`src/rtl/spi_target.sv`:
```
// SPI mode-0 target: 8-bit command followed by a stream of 32-bit words,
// either host-to-target (rx valid/ready) or target-to-host (tx valid/ready).
// All SPI pins are oversampled in clk_i; no logic runs on spi_sclk_i itself.
//
// state      | meaning
// -----------+-----------------------------------------------------------
// ST_IDLE    | no frame; waits for a csn fall seen after csn was high
// ST_CMD     | shifting in the 8-bit command byte
// ST_WR_DATA | shifting in 32-bit words from the host
// ST_RD_DATA | shifting out 32-bit words to the host
// ST_IGNORE  | unknown command; neither samples nor drives until csn rise
module spi_target #(
  parameter int          SYNC_STAGES = 2,
  parameter logic [7:0]  CMD_WR      = 8'h02,
  parameter logic [7:0]  CMD_RD      = 8'h03
) (
  input  logic        clk_i,
  input  logic        rst_i,
  input  logic        spi_sclk_i,
  input  logic        spi_csn_i,
  input  logic        spi_sdi_i,
  output logic        spi_sdo_o,
  output logic        spi_sdo_oe_o,
  output logic [31:0] rx_data_o,
  output logic        rx_valid_o,
  input  logic        rx_ready_i,
  input  logic [31:0] tx_data_i,
  input  logic        tx_valid_i,
  output logic        tx_ready_o,
  output logic        busy_o,
  output logic        err_overrun_o,
  output logic        err_underrun_o
);

  typedef enum logic [2:0] {
    ST_IDLE,
    ST_CMD,
    ST_WR_DATA,
    ST_RD_DATA,
    ST_IGNORE
  } state_t;

  state_t state, next_state;

  logic [SYNC_STAGES-1:0] sclk_sync, csn_sync, sdi_sync, settle;
  logic        sclk_d, csn_d, armed;
  logic        sclk_s, csn_s, sdi_s;
  logic        sclk_rise, sclk_fall, csn_fall, active;
  logic [4:0]  cnt;
  logic [30:0] rx_sr;
  logic [31:0] tx_sr;
  logic [7:0]  cmd_byte;
  logic [31:0] rx_word;
  logic        word_done, tx_load, tx_shift;

  assign sclk_s    = sclk_sync[SYNC_STAGES-1];
  assign csn_s     = csn_sync[SYNC_STAGES-1];
  assign sdi_s     = sdi_sync[SYNC_STAGES-1];
  assign sclk_rise = sclk_s & ~sclk_d;
  assign sclk_fall = ~sclk_s & sclk_d;
  assign csn_fall  = ~csn_s & csn_d;
  assign active    = ~csn_s;
  assign cmd_byte  = {rx_sr[6:0], sdi_s};
  assign rx_word   = {rx_sr, sdi_s};

  // Pin synchronizers plus one delay flop for edge detection. The settle
  // chain marks when csn_s reflects the real pin, so a csn already low at
  // reset release never looks like a frame start.
  always_ff @(posedge clk_i or posedge rst_i) begin
    if (rst_i) begin
      sclk_sync <= '0;
      csn_sync  <= '1;
      sdi_sync  <= '0;
      settle    <= '0;
      sclk_d    <= 1'b0;
      csn_d     <= 1'b1;
      armed     <= 1'b0;
    end else begin
      sclk_sync <= {sclk_sync[SYNC_STAGES-2:0], spi_sclk_i};
      csn_sync  <= {csn_sync[SYNC_STAGES-2:0], spi_csn_i};
      sdi_sync  <= {sdi_sync[SYNC_STAGES-2:0], spi_sdi_i};
      settle    <= {settle[SYNC_STAGES-2:0], 1'b1};
      sclk_d    <= sclk_s;
      csn_d     <= csn_s;
      if (settle[SYNC_STAGES-1] && csn_s) armed <= 1'b1;
    end
  end

  // State register.
  always_ff @(posedge clk_i or posedge rst_i) begin
    if (rst_i) state <= ST_IDLE;
    else       state <= next_state;
  end

  // Next-state decode; csn high always returns to idle.
  always_comb begin
    next_state = state;
    case (state)
      ST_IDLE: if (csn_fall && armed) next_state = ST_CMD;
      ST_CMD: begin
        if (csn_s) next_state = ST_IDLE;
        else if (sclk_rise && cnt == 5'd7) begin
          if (cmd_byte == CMD_WR)      next_state = ST_WR_DATA;
          else if (cmd_byte == CMD_RD) next_state = ST_RD_DATA;
          else                         next_state = ST_IGNORE;
        end
      end
      ST_WR_DATA, ST_RD_DATA, ST_IGNORE: if (csn_s) next_state = ST_IDLE;
      default: next_state = ST_IDLE;
    endcase
  end

  assign word_done = (state == ST_WR_DATA) && active && sclk_rise && (cnt == 5'd31);
  assign tx_load   = (state == ST_RD_DATA) && active && sclk_fall && (cnt == 5'd0);
  assign tx_shift  = (state == ST_RD_DATA) && active && sclk_fall && (cnt != 5'd0);

  // Bit counter: cleared on every state change, wraps 31->0 within a word.
  always_ff @(posedge clk_i or posedge rst_i) begin
    if (rst_i) cnt <= 5'd0;
    else if (next_state != state) cnt <= 5'd0;
    else if (active && sclk_rise &&
             (state == ST_CMD || state == ST_WR_DATA || state == ST_RD_DATA))
      cnt <= cnt + 5'd1;
  end

  // Receive shifter, shared by the command byte and write words.
  always_ff @(posedge clk_i or posedge rst_i) begin
    if (rst_i) rx_sr <= '0;
    else if (active && sclk_rise && (state == ST_CMD || state == ST_WR_DATA))
      rx_sr <= {rx_sr[29:0], sdi_s};
  end

  // Receive output register; a word completing against a stalled,
  // still-full register is dropped and flagged.
  always_ff @(posedge clk_i or posedge rst_i) begin
    if (rst_i) begin
      rx_data_o     <= '0;
      rx_valid_o    <= 1'b0;
      err_overrun_o <= 1'b0;
    end else begin
      err_overrun_o <= 1'b0;
      if (word_done) begin
        if (!rx_valid_o || rx_ready_i) begin
          rx_data_o  <= rx_word;
          rx_valid_o <= 1'b1;
        end else begin
          err_overrun_o <= 1'b1;
        end
      end else if (rx_ready_i) begin
        rx_valid_o <= 1'b0;
      end
    end
  end

  // Transmit shifter: loads at the first sclk fall of each word, zero-fills
  // when no word is offered.
  always_ff @(posedge clk_i or posedge rst_i) begin
    if (rst_i) begin
      tx_sr          <= '0;
      tx_ready_o     <= 1'b0;
      err_underrun_o <= 1'b0;
    end else begin
      tx_ready_o     <= 1'b0;
      err_underrun_o <= 1'b0;
      if (tx_load) begin
        if (tx_valid_i) begin
          tx_sr      <= tx_data_i;
          tx_ready_o <= 1'b1;
        end else begin
          tx_sr          <= '0;
          err_underrun_o <= 1'b1;
        end
      end else if (tx_shift) begin
        tx_sr <= {tx_sr[30:0], 1'b0};
      end
    end
  end

  assign spi_sdo_oe_o = (state == ST_RD_DATA);
  assign spi_sdo_o    = (state == ST_RD_DATA) ? tx_sr[31] : 1'b0;
  assign busy_o       = ~csn_s;

endmodule

```
`config.mk`:
```
export PLATFORM = sky130hd
export DESIGN_NAME = spi_target
export DESIGN_NICKNAME = d
export VERILOG_FILES = /design/src/rtl/spi_target.sv
export SDC_FILE = /design/constraint.sdc
export NUM_CORES = 1
export LEC_CHECK = 0
export CAP_MARGIN = 20
export CORE_MARGIN = 4
export CORE_UTILIZATION = 30
export DETAILED_ROUTE_END_ITERATION = 7
export SETUP_SLACK_MARGIN = 0.4
export SYNTH_ARGS = -nofsm -noshare
export SYNTH_HDL_FRONTEND = slang
export SYNTH_SLANG_ARGS = --single-unit
```
`constraint.sdc`:
```
create_clock -name clk_i -period 5.3 [get_ports clk_i]
set_clock_uncertainty 0.15 [all_clocks]
set_input_delay 1.06 -clock clk_i [delete_from_list [all_inputs] [get_ports clk_i]]
set_output_delay 1.06 -clock clk_i [all_outputs]
set_load 0.005 [all_outputs]
```
# == After elaboration in Yosys (flattened, before gate mapping) ==
# Cells that the tools add are included.
# totals
register_bits,118
inputBits,39
out_inout_bits,39
# classes
n_addsub,1
eq_ne,10
mux,22
bitwise_logic,6
reduce_logical,26
# op_table
operator,n
2-to-1 mux 32 bit,3
2-to-1 mux 3 bit,6
equality test 8 x 2 -> 1 bit (second input constant),2
logical AND 1 bit,13
2-to-1 mux 1 bit,10
2-to-1 mux 5 bit,2
one-hot mux 3 bit (3 select lines),1
equality test 3 x 2 -> 1 bit (second input constant),2
nonzero test 2 bit,3
adder 5 x 1 -> 5 bit (second input constant),1
equality test 5 x 3 -> 1 bit (second input constant),1
equality test 5 bit (second input constant),1
zero test 5 bit,1
nonzero test 5 bit,1
AND reduction 2 bit,2
AND 1 bit,3
equality test 3 x 1 -> 1 bit (second input constant),1
equality test 3 bit (second input constant),1
zero test 3 bit,1
logical OR 1 bit,3
inequality test 3 bit,1
inverter 1 bit,3
OR reduction 3 bit,1
inequality test 2 x 1 -> 1 bit (second input constant),1
zero test 1 bit,1

# == Logic depth before layout (Yosys ltp) ==
# logic_depth
ltp_word,8
ltp_mapped,8
ltp_nobuf,6

# == Worst setup path before layout ==
# No wires, ideal clock.
# synth_timing
path_kind,input port to flip-flop
startpoint,in rx_ready_i
endpoint,reg rx_data_o[0]
arrival_ps,1910
t_required_ps,5025
slack_ps,3114
stages,5
cell_sequence,nand2b_1 nor2b_2 buf_6 buf_12 mux2_4
# synth_between
elab_chain_len,2
# synth_lines
item,line_no,text
"start, declared",26,"input logic rx_ready_i,"
logical OR 1 bit,143,if (!rx_valid_o || rx_ready_i) begin
AND reduction 2 bit (no line),n/a,
"end signal, assigned",144,rx_data_o <= rx_word;
"end, declared",24,"output logic [31:0] rx_data_o,"
# Every way passes these cells.
# A chain may end at the register's enable or synchronous reset.

# == Worst setup path in the final report ==
# layout_timing
startpoint,reg state[1]
endpoint,out spi_sdo_o
# layout_between
elab_chain_len,2
# layout_lines
item,line_no,text
"start, declared",43,"state_t state, next_state;"
"start signal, assigned",92,else state <= next_state;
equality test 3 x 2 -> 1 bit,180,assign spi_sdo_o = (state == ST_RD_DATA) ? tx_sr[31] : 1'b0;
2-to-1 mux 1 bit,180,
"end, declared",22,"output logic spi_sdo_o,"
# Every way passes these cells.

==> summary.md <==
| Metric | Value |
|---|---|
| Outcome | finished, final reports clean |
| Critical Path Fanout Max | 11 |
| Final hold viol count | 0 |
| Gp weighted congestion | 0.723 |
| Critical path type | reg -> out |
| Util after Layout | 40.0% |
| Yosys reg bits | 118 |
| Setup WS pre-CTS | 1970 ps |
| Leading area contributor after synthesis | dfrtp_1 |
| Largest net degree at the start of global routing | 67 |
| Initial antenna violation count | 0 |
| Worst path slowest cell | dfrtp_1 |
| Vias/cell | 4.55 |
| CP Data Required Time | 4090 ps |
| Post-placement cell count | 674 |
| Crit-path cells | and3b_1 -> and2_1 -> clkdlybuf4s50_1 |
| Routed wire per std cell | 13.6 µm |
| Yosys top cell area share | 56.5% |
| Area grow syn2layout | 30.3% |
| I/O pin count | 78 |
| Post-CTS Hold Buffers | 0 |
| Worst Max-Slew Pin Slew | 680 ps |
| Die area | 19100 µm² |
| Sequential element share of the synthesized area | 58.1% |
| Unrepaired setup endpoints after global routing | no |
| Yosys warns | 0 |
| DRT iter0 DRCs | 78 |
| Worst-path clk slew | 50 ps |
| Fmax | 316 MHz |
| Post-synthesis adder-cell area fraction | 0.737% |
| GRT overflow | 0 |
| Vias | 3215 |
| Synth Area in Simple Gates | 10.7% |
| Synth cell count leaders | 115 x dfrtp_1, 35 x nand2_1, 33 x mux2_2 |
| Row cnt | 47 |
| Post-route insts no fill | 707 |
| Antenna viol nets, final | 0 |
| Critical path's largest stage delay | 560 ps |
| DR pass1 iterations | 4 |
| Relative slew slack | 54.7% |
| Synth cell types | 44 |
| PD cells | 326 nW/µm² |
| Maximum buffer depth of the clock tree | 2 |
| Syn Nets | 442 |
| Detailed-route DRC error count | 0 |
| Synth Instances | 400 |
| Initial core utilization | 30.7% |
| Most frequent cell after synthesis | dfrtp_1 |
| Synth Flop Type | dfrtp_1 |
| Final slew viol count | 0 |
| Overall power | 2.16 mW |
| GRT Overall Usage | 10.7% |
| Worst-Skew Late Latency | 410 ps |
| Max cap viols | 0 |
| Post-Synth XOR/XNOR Area | 0.688% |
| Proportion of synthesized area in mux cells | 16.5% |
| Synth Area in Compound Gates | 8.75% |
| Synth Cell Area | 5090 µm² |
| Area contributors post-synth | dfrtp_1 57%, mux2_4 8.8%, mux2_2 7.3%, a31oi_1 3.9%, nor2b_1 3.9% |
| Main combinational cell family by area after synthesis | multiplexers |
| Clock sinks | 118 |
| Vias in the first global route | 3280 |
| First-pass GRT wire length | 16600 µm |
| Final Setup Violations | 0 |
| Sum Neg Setup Slack | 0 ps |
| Inserted Diodes | 0 |
| Nets | 516 |
| Syn Area/Cell | 12.7 µm² |
| Die H | 138 µm |
| Die W | 138 µm |
| Post-synth ARST share | 100% |
| Startpoint Class | flop |
| Post-synth EDFFs | 0 |
| Post-CTS setup repair buffer count | 0 |
| Input/output buffers | 77 |
| Setup ws final | 2140 ps |
| Crit end category | output port |
| Core ar. | 16600 µm² |
| Final Critical Period | 3160 ps |
| Post-detail-place hpwl | 6520 µm |
| Root buffer cell | clkbuf_16 |
| Total number of H-tree levels | 4 |
| LEAKAGE | 3.04 nW |
| Post-CTS Resized | 0 |
| Hold Crit Class | reg -> reg |
| Worst IR Drop VDD | 0.245 mV |
| Critical path arrival | 1950 ps |
| CTS tree | yes |
| Fin crit share | 59.6% |
| Routed wire length | 9610 µm |
| Layout cells sized above 1 | 22.8% |
| TritonCTS Buffers | 17 |
==> final timing paths <==
path	start	endpoint	slack (ps)	cells after the start
setup / recovery	state[1]	spi_sdo_o	2140	3
hold / removal	sclk_sync[0]	sclk_sync[1]	190	0
setup reg to reg	state[2]	rx_data_o[30]	2570	5
hold reg to reg	sclk_sync[0]	sclk_sync[1]	190	0
max in group asynchronous	rst_i	csn_sync[1]	3050	3
min in group asynchronous	rst_i	rx_data_o[6]	960	2
==> metrics by stage <==
step	cell area [µm²]	hold WS, ps
2_1_floorplan	5090	181
3_3_place_gp	5990	183
3_5_place_dp	6020	193
4_1_cts	6610	196
5_1_grt	6630	194
6_report	6630	192
==> power breakdown <==
part / internal [mW] / switching, mW
sequential: 0.915 / 0.0126
combinational: 0.0546 / 0.0527
clock: 0.728 / 0.398
total: 1.70 / 0.463
==> kinds of logic after synthesis <==
kind of cell | count (synthesis)
xor gates and xnor gates | 4
other | 1
buffers and inverters | 36
DFF | 118
muxes | 65
and+or+nand+nor | 99
adders and majority gates | 3
AOI/OAI and AO/OA | 74
==> cell usage in the layout (no fill, tap or decap), drive strengths merged, types with 8 or more instances in the layout <==
master / netlist / final
a31oi: 32 / 32
o21ai: 32 / 32
nand2: 35 / 35
clkdlybuf4s50: 0 / 77
mux2: 63 / 63
nor2: 9 / 9
dfrtp: 115 / 115
nor2b: 33 / 33
clkbuf: 9 / 21
inv: 7 / 8
==> critical path, delay by kind of cell, from the launching register on <==
| family | cells | cell delay (ps) |
|---|---|---|
| flip-flops | 1 | 560 |
| AND/OR/NAND/NOR | 2 | 480 |
| buffers and inverters | 1 | 500 |
==> layer usage <==
metal	vias up	share of wire, %	GRT usage, %
met4	0	1.3	4.11
met3	12	8.0	5.63
met5	-	0	0
met1	1560	46	14.1
li1	1558	-	-
met2	85	45	14.9
==> state kept, by name, indices dropped and copies added, names as in the netlist <==
register	flops
rx_valid_o	1
sclk_sync	2
rx_data_o	32
err_overrun_o	1
csn_d	1
cnt	5
rx_sr	31
err_underrun_o	1
sclk_d	1
settle	2
tx_ready_o	1
state	3
csn_sync	2
armed	1
sdi_sync	2
tx_sr	32
==> final cells by class <==
type                       count  area [µm²]
fill                        1545        9950
clock inverter                11         124
timing repair buffer          84         856
clock buffer                  21         470
multi-input combinational    246        1920
sequential                   118        2960
inverter                       7        28.8
tap                          220         275
Power figures use the tool's default switching activity.
